`src/rtl/display_pkg.sv`:
```
// Shared types for the seven-segment write scheduler.
// Latency: n/a (types and constants only).
// Backpressure: n/a.
package display_pkg;

    typedef enum logic [1:0] {
        IDLE = 2'd0,
        LOAD = 2'd1,
        HOLD = 2'd2
    } sched_state_t;

    typedef enum logic {
        REQ_A = 1'b0,
        REQ_B = 1'b1
    } req_id_t;

    typedef struct packed {
        logic [3:0] d3;
        logic [3:0] d2;
        logic [3:0] d1;
        logic [3:0] d0;
    } digits_t;

    localparam logic [3:0] DIGIT_BLANK = 4'hF;

endpackage

```
`src/rtl/digit_blanker.sv`:
```
// Leading-zero blanker: 16-bit BCD in, four digit codes out, d0 never blanked.
// Latency: combinational.
// Backpressure: none.
module digit_blanker
    import display_pkg::*;
#(
    parameter logic [3:0] BLANK = DIGIT_BLANK
) (
    input  logic [15:0] value,
    input  logic        lzb_en,
    output logic [3:0]  d3,
    output logic [3:0]  d2,
    output logic [3:0]  d1,
    output logic [3:0]  d0
);

    logic z3;
    logic z2;
    logic z1;

    // A digit blanks only while it and everything above it is zero.
    assign z3 = lzb_en && (value[15:12] == 4'h0);
    assign z2 = z3 && (value[11:8] == 4'h0);
    assign z1 = z2 && (value[7:4] == 4'h0);

    assign d3 = z3 ? BLANK : value[15:12];
    assign d2 = z2 ? BLANK : value[11:8];
    assign d1 = z1 ? BLANK : value[7:4];
    assign d0 = value[3:0];

endmodule

```
`src/rtl/display_sched.sv`:
```
// Round-robin write scheduler for the 4-digit display, with post-result hold window.
// Latency: request sampled at edge n -> ack in cycle n+1 -> digits visible from n+2.
// Backpressure: requests wait (req held) while busy; no grants during LOAD/HOLD.
module display_sched
    import display_pkg::*;
#(
    parameter int         HOLD_CYC = 50_000_000,
    parameter logic [3:0] BLANK    = DIGIT_BLANK
) (
    input  logic        clk,
    input  logic        rst,
    input  logic        req_a,
    input  logic [15:0] data_a,
    output logic        ack_a,
    input  logic        req_b,
    input  logic [15:0] data_b,
    output logic        ack_b,
    input  logic        clr,
    input  logic        lzb_en,
    output logic        busy,
    output logic [3:0]  d3,
    output logic [3:0]  d2,
    output logic [3:0]  d1,
    output logic [3:0]  d0
);

    localparam int CW = (HOLD_CYC > 0) ? $clog2(HOLD_CYC + 1) : 1;
    localparam logic [CW-1:0] HOLD_LOAD = (HOLD_CYC > 0) ? CW'(HOLD_CYC - 1) : '0;

    sched_state_t  state;
    sched_state_t  state_nxt;
    req_id_t       gnt;
    req_id_t       gnt_nxt;
    req_id_t       last_gnt;
    logic [CW-1:0] hold_cnt;
    digits_t       disp;

    always_comb begin
        state_nxt = state;
        gnt_nxt   = gnt;
        ack_a     = 1'b0;
        ack_b     = 1'b0;
        case (state)
            IDLE: begin
                if (req_a || req_b) begin
                    state_nxt = LOAD;
                    if (req_a && req_b)
                        gnt_nxt = (last_gnt == REQ_B) ? REQ_A : REQ_B;
                    else
                        gnt_nxt = req_a ? REQ_A : REQ_B;
                end
            end
            LOAD: begin
                ack_a     = (gnt == REQ_A);
                ack_b     = (gnt == REQ_B);
                state_nxt = ((gnt == REQ_B) && (HOLD_CYC > 0)) ? HOLD : IDLE;
            end
            HOLD: begin
                if (hold_cnt == '0)
                    state_nxt = IDLE;
            end
            default: state_nxt = IDLE;
        endcase
    end

    always_ff @(posedge clk) begin
        if (rst) begin
            state    <= IDLE;
            gnt      <= REQ_A;
            last_gnt <= REQ_B;
            hold_cnt <= '0;
            disp     <= '0;
        end else begin
            state <= state_nxt;
            gnt   <= gnt_nxt;
            if (state == LOAD)
                last_gnt <= gnt;
            if ((state == LOAD) && (state_nxt == HOLD))
                hold_cnt <= HOLD_LOAD;
            else if ((state == HOLD) && (hold_cnt != '0))
                hold_cnt <= hold_cnt - CW'(1);
            // clr beats a same-cycle load; the ack still goes out.
            if (clr)
                disp <= '0;
            else if (state == LOAD)
                disp <= (gnt == REQ_A) ? digits_t'(data_a) : digits_t'(data_b);
        end
    end

    assign busy = (state != IDLE);

    digit_blanker #(
        .BLANK(BLANK)
    ) u_blank (
        .value  (disp),
        .lzb_en (lzb_en),
        .d3     (d3),
        .d2     (d2),
        .d1     (d1),
        .d0     (d0)
    );

endmodule

```
`config.mk`:
```
export PLATFORM = sky130hd
export DESIGN_NAME = display_sched
export DESIGN_NICKNAME = d
export VERILOG_FILES = /design/src/rtl/display_pkg.sv /design/src/rtl/digit_blanker.sv /design/src/rtl/display_sched.sv
export SDC_FILE = /design/constraint.sdc
export NUM_CORES = 1
export LEC_CHECK = 0
export CORE_MARGIN = 2
export CORE_UTILIZATION = 53
export CTS_CLUSTER_SIZE = 40
export DETAILED_ROUTE_END_ITERATION = 10
export PLACE_DENSITY = 0.87
export REMOVE_ABC_BUFFERS = 1
export SETUP_SLACK_MARGIN = 0.1
export SYNTH_ARGS = -nofsm -noshare
export SYNTH_HDL_FRONTEND = slang
export SYNTH_HIERARCHICAL = 1
export SYNTH_SLANG_ARGS = --single-unit
```
`constraint.sdc`:
```
create_clock -name clk -period 4.68 [get_ports clk]
set_clock_uncertainty 0.05 [all_clocks]
set_input_delay 0.468 -clock clk [delete_from_list [all_inputs] [get_ports clk]]
set_output_delay 0.468 -clock clk [all_outputs]
set_load 0.01 [all_outputs]
```
# Yosys cells after proc, flatten, opt, wreduce, memory -nomap -nowiden
# Cells that the tools add are included.
[totals] regBits=46 latch_bits=0 ramBits=0 input_bits=38 elab_cells=47 memories=0 romBits=0
[op_classes] add_sub_neg=1 n_lt_le_gt_ge=0 multipliers=0 n_shift=0 reduce_logical=18 n_mux=15 bitwise_logic=1 n_eq_ne=3 div_mod_pow=0
[op_table] operator="$mux 26" n=2
[op_table] operator="$logic_not 26->1" n=1
[op_table] operator="$reduce_bool 26->1" n=1
[op_table] operator="$sub 26x1->26 const B" n=1
[op_table] operator="$mux 16" n=1
[op_table] operator="$logic_not 4->1" n=3
[op_table] operator="$mux 4" n=3
[op_table] operator="$logic_and 1x1->1" n=6
[op_table] operator="$mux 2" n=3
[op_table] operator="$pmux 2 s3" n=1
[op_table] operator="$mux 1" n=5
[op_table] operator="$eq 2x2->1 const B" n=2
[op_table] operator="$reduce_bool 2->1" n=2
[op_table] operator="$reduce_or 2->1" n=2
[op_table] operator="$eq 2x1->1 const B" n=1
[op_table] operator="$logic_not 2->1" n=1
[op_table] operator="$reduce_and 2->1" n=1
[op_table] operator="$logic_or 1x1->1" n=1
[op_table] operator="$not 1->1" n=1

# Depth between registers and ports, before layout
[logic_depth] depth_word=6 depth_mapped=8 depth_no_buf=7

# Modules after synthesis
# Netlist, hierarchy kept.
[modules_own_cells] mod="display_sched" n_inst=1 area_each_um2=2215.9 seq_area_each_um2=920.9 cells_each=245
[modules_own_cells] mod="digit_blanker" n_inst=1 area_each_um2=182.7 seq_area_each_um2=0.0 cells_each=25

# Least setup slack after synthesis
# No wires, ideal clock.
[synth_timing] path_type="register to register" from="reg hold_cnt[0]" to="reg hold_cnt[24]" t_arrival_ps=1819 stages_incl_launch_ff=8 period_less_slack_ps=1987 path_slack_ps=2693 cell_sequence="dfxtp_1 inv_1 ha_1 or4b_1 nor4_4 nor3b_2 xnor2_1 nor2_1"
[synth_via] elab_chain_cells=6
[synth_lines] element="start: declaration" line="display_sched.sv:35" rtl="logic [CW-1:0] hold_cnt;"
[synth_lines] element="start signal: assignment" line="display_sched.sv:81" rtl="hold_cnt <= hold_cnt - CW'(1);"
[synth_lines] element="$logic_not 26->1" line="display_sched.sv:59" rtl="if (hold_cnt == '0)"
[synth_lines] element="$mux 2" line="display_sched.sv:59"
[synth_lines] element="$pmux 2 s3" line="display_sched.sv:43" rtl="case (state)"
[synth_lines] element="$eq 2x2->1" line="display_sched.sv:78" rtl="if ((state == LOAD) && (state_nxt == HOLD))"
[synth_lines] element="$logic_and 1x1->1" line="display_sched.sv:78"
[synth_lines] element="$reduce_or 2->1 (no line)"
# Parallel ways exist; a longest one is shown, timed or not.
# A chain may end at the register's enable or synchronous reset.

# Worst setup path after layout
[layout_timing] from="reg state[0]" to="out ack_b"
[layout_via] elab_chain_cells=2
[layout_lines] element="start: declaration" line="display_sched.sv:30" rtl="sched_state_t state;"
[layout_lines] element="start signal: assignment" line="display_sched.sv:74" rtl="state <= state_nxt;"
[layout_lines] element="$eq 2x1->1" line="display_sched.sv:43"
[layout_lines] element="$mux 1" line="display_sched.sv:43"
[layout_lines] element="end: declaration" line="display_sched.sv:17" rtl="output logic ack_b,"
# No other way between the ends.

==> flow_metrics.env <==
export IMPL_synth_seq_cells=46
export IMPL_finalSetupViolations=0
export IMPL_synth_top_cell_area_share_pct=38.4
export IMPL_drc=0
export IMPL_critical_path_class="register to output port"
export IMPL_final_cell_mix="clkdlybuf4s50_1 (56), dfxtp_1 (46), nor2_1 (33)"
export IMPL_path_buf_inv=3
export IMPL_tns_ns=0
export IMPL_synth_area_leaders="dfxtp_1 (38%), mux2i_1 (6.7%), nor2_1 (5.2%), a211oi_1 (5.0%), xor2_1 (4.7%)"
export IMPL_synthToLayoutAreaGrowth_pct=26.6
export IMPL_p_leak_uw=0.00113
export IMPL_cts_max_level=2
export IMPL_synth_async_reset_ratio_pct=0
export IMPL_grt_pass1_vias=2000
export IMPL_path_cells="nor2b_2 > buf_4 > nand2_1 > inv_1 > clkdlybuf4s50_1"
export IMPL_yosysTopAreaCell="dfxtp_1"
export IMPL_slew_violations=0
export IMPL_clkLatencyLatePin_ns=0.31
export IMPL_firstDrtPassIters=4
export IMPL_tritoncts="yes"
export IMPL_post_cts_buffers=0
export IMPL_rsz0062_at_grt="false"
export IMPL_max_cap_violations=0
export IMPL_io_pins=57
export IMPL_cp_slowest_cell="clkdlybuf4s50_1"
export IMPL_cts_hold_buffers=0
export IMPL_hp_class="register to register"
export IMPL_syn_area_mm2=0.00240
export IMPL_numCtsBuffers=5
export IMPL_slew_headroom_pct=37.8
export IMPL_ant_nets=0
export IMPL_routedWlPerCell_um=15.0
export IMPL_synth_avg_cell_area_um2=8.88
export IMPL_nets=357
export IMPL_cts_resized=0
export IMPL_clk_pin_slew_worst_paths_ns=0.08
export IMPL_routed_wl_mm=5.53
export IMPL_synth_distinct_cells=49
export IMPL_tightestPinTransition_ns=0.930
export IMPL_end_kind="output port"
export IMPL_grt_start_max_net_pins=34
export IMPL_ys_warn_count=6
export IMPL_gr_total_overflow=0
export IMPL_portBuffers=56
export IMPL_cp_max_fo=33
export IMPL_start_util_pct=55.1
export IMPL_die_area_mm2=0.00508
export IMPL_hold_violations=0
export IMPL_syn_inst=270
export IMPL_fmax_ghz=0.326
export IMPL_clock_sinks=46
export IMPL_dominantRegCellSynth="dfxtp_1"
export IMPL_grt_first_pass_wirelength_mm=8.95
export IMPL_vias_per_cell=5.80
export IMPL_final_layout_size_suffix_gt1_share_pct=6.62
export IMPL_layout_commonest_cell="clkdlybuf4s50_1"
export IMPL_crit_family="buffers and inverters"
export IMPL_place_congestion=0.823
export IMPL_rows=24
export IMPL_dieWidth_um=71.3
export IMPL_antenna_found_initial=0
export IMPL_clockBufferDepth=2
export IMPL_seq_area_frac_synth_pct=38.4
export IMPL_power_density_mw_per_mm2=302
export IMPL_final_util_pct=69.7
export IMPL_fp_coreArea_mm2=0.00435
export IMPL_layout_min_cycle_time_ns=3.06
export IMPL_required_ns=4.16
export IMPL_peakVddDrop_uv=204
export IMPL_critPathMaxStageDelay_ns=0.57
export IMPL_arrival_ns=2.55
export IMPL_dp_hpwl_mm=3.99
export IMPL_root_buffer="clkbuf_8"
export IMPL_die_h_um=71.3
export IMPL_status="complete, no violations"
export IMPL_antenna_cells=0
export IMPL_synth_edf_count=0
export IMPL_grt_usage_pct=22.3
export IMPL_post_route_period_util_pct=65.5
export IMPL_critPathLaunchType="register"
export IMPL_drt_iter0_drc=109
export IMPL_vias=2141
==> power by group <==
| part | switching (uW) | leakage, uW | total (uW) | internal (uW) |
|---|---|---|---|---|
| combinational | 131 | 0.000715 | 253 | 122 |
| sequential | 18.8 | 0.000374 | 429 | 410 |
| clock | 134 | 0.0000438 | 234 | 100 |
| total | 284 | 0.00113 | 917 | 633 |
==> cell type report <==
type	instances	area, um^2
sequential	46	921
clock inverter	2	10.0
inverter	8	30.0
clock buffer	5	68.8
fill	343	1320
timing repair buffer	58	576
tap	52	65.1
multi-input combinational	198	1370
==> per-layer routing <==
layer | global-route usage, % | part of all wire [%]
met5 | 0 | 0
met4 | 10.5 | 2.3
met3 | 3.94 | 3.5
met2 | 38.0 | 50
met1 | 27.4 | 44
==> kinds of logic (layout without fill, tap and decap cells) <==
family	count (synthesis)	count (layout)	share of synthesized area, %
AOI/OAI and AO/OA	69	69	19.6
buffers and inverters	26	73	4.75
adders and majority gates	2	2	1.04
and+or+nand+nor	93	93	23.0
DFF	46	46	38.4
muxes	16	16	6.68
xor gates and xnor gates	18	18	6.57
==> stage by stage <==
step           std cells  power (uW)  setup WS [ns]  hold WS, ns  instance area [um^2]
2_1_floorplan        252         582           1.74        0.372                  2310
3_3_place_gp         362         681           1.79        0.390                  2960
3_5_place_dp         362         689           1.76        0.398                  2960
4_1_cts              369         918           1.62        0.409                  3040
5_1_grt              369         962           1.40        0.443                  3040
6_report             369         917           1.62        0.406                  3040
==> sequential cells by signal (all words and copies together), names as in the netlist <==
register and count:
hold_cnt 26, disp 16, state 2, gnt 1, last_gnt 1
==> path summary, 6_finish.rpt <==
| path | from | endpoint | slack, ns | cells after the start |
|---|---|---|---|---|
| min reg2reg | last_gnt | last_gnt | 0.41 | 2 |
| max reg2reg | hold_cnt[0] | hold_cnt[1] | 2.11 | 7 |
| min | last_gnt | last_gnt | 0.41 | 2 |
| max | state[0] | ack_b | 1.62 | 5 |
==> cell usage after synthesis (4+ instances only) <==
library cell  instances
a211oi_1             16
a21o_1                4
a21oi_1              17
buf_4                 4
clkbuf_1             13
dfxtp_1              46
inv_1                 8
mux2i_1              16
nand2_1               7
nor2_1               33
nor3_1                7
nor4_1                5
o211ai_1              9
o21ai_0               7
or2_1                 7
or3_1                 7
xnor2_1               5
xor2_1               13
==> worst reg2reg max path, cell delays in order (launching register included) <==
cell and delay [ns]:
dfxtp_1 0.32, inv_1 0.11, ha_1 0.15, nor3b_1 0.31, nand4_1 0.60, o21ai_2 0.58
nor2_1 0.07, a311oi_1 0.27
No activity file was read; power rests on OpenSTA's default activity.
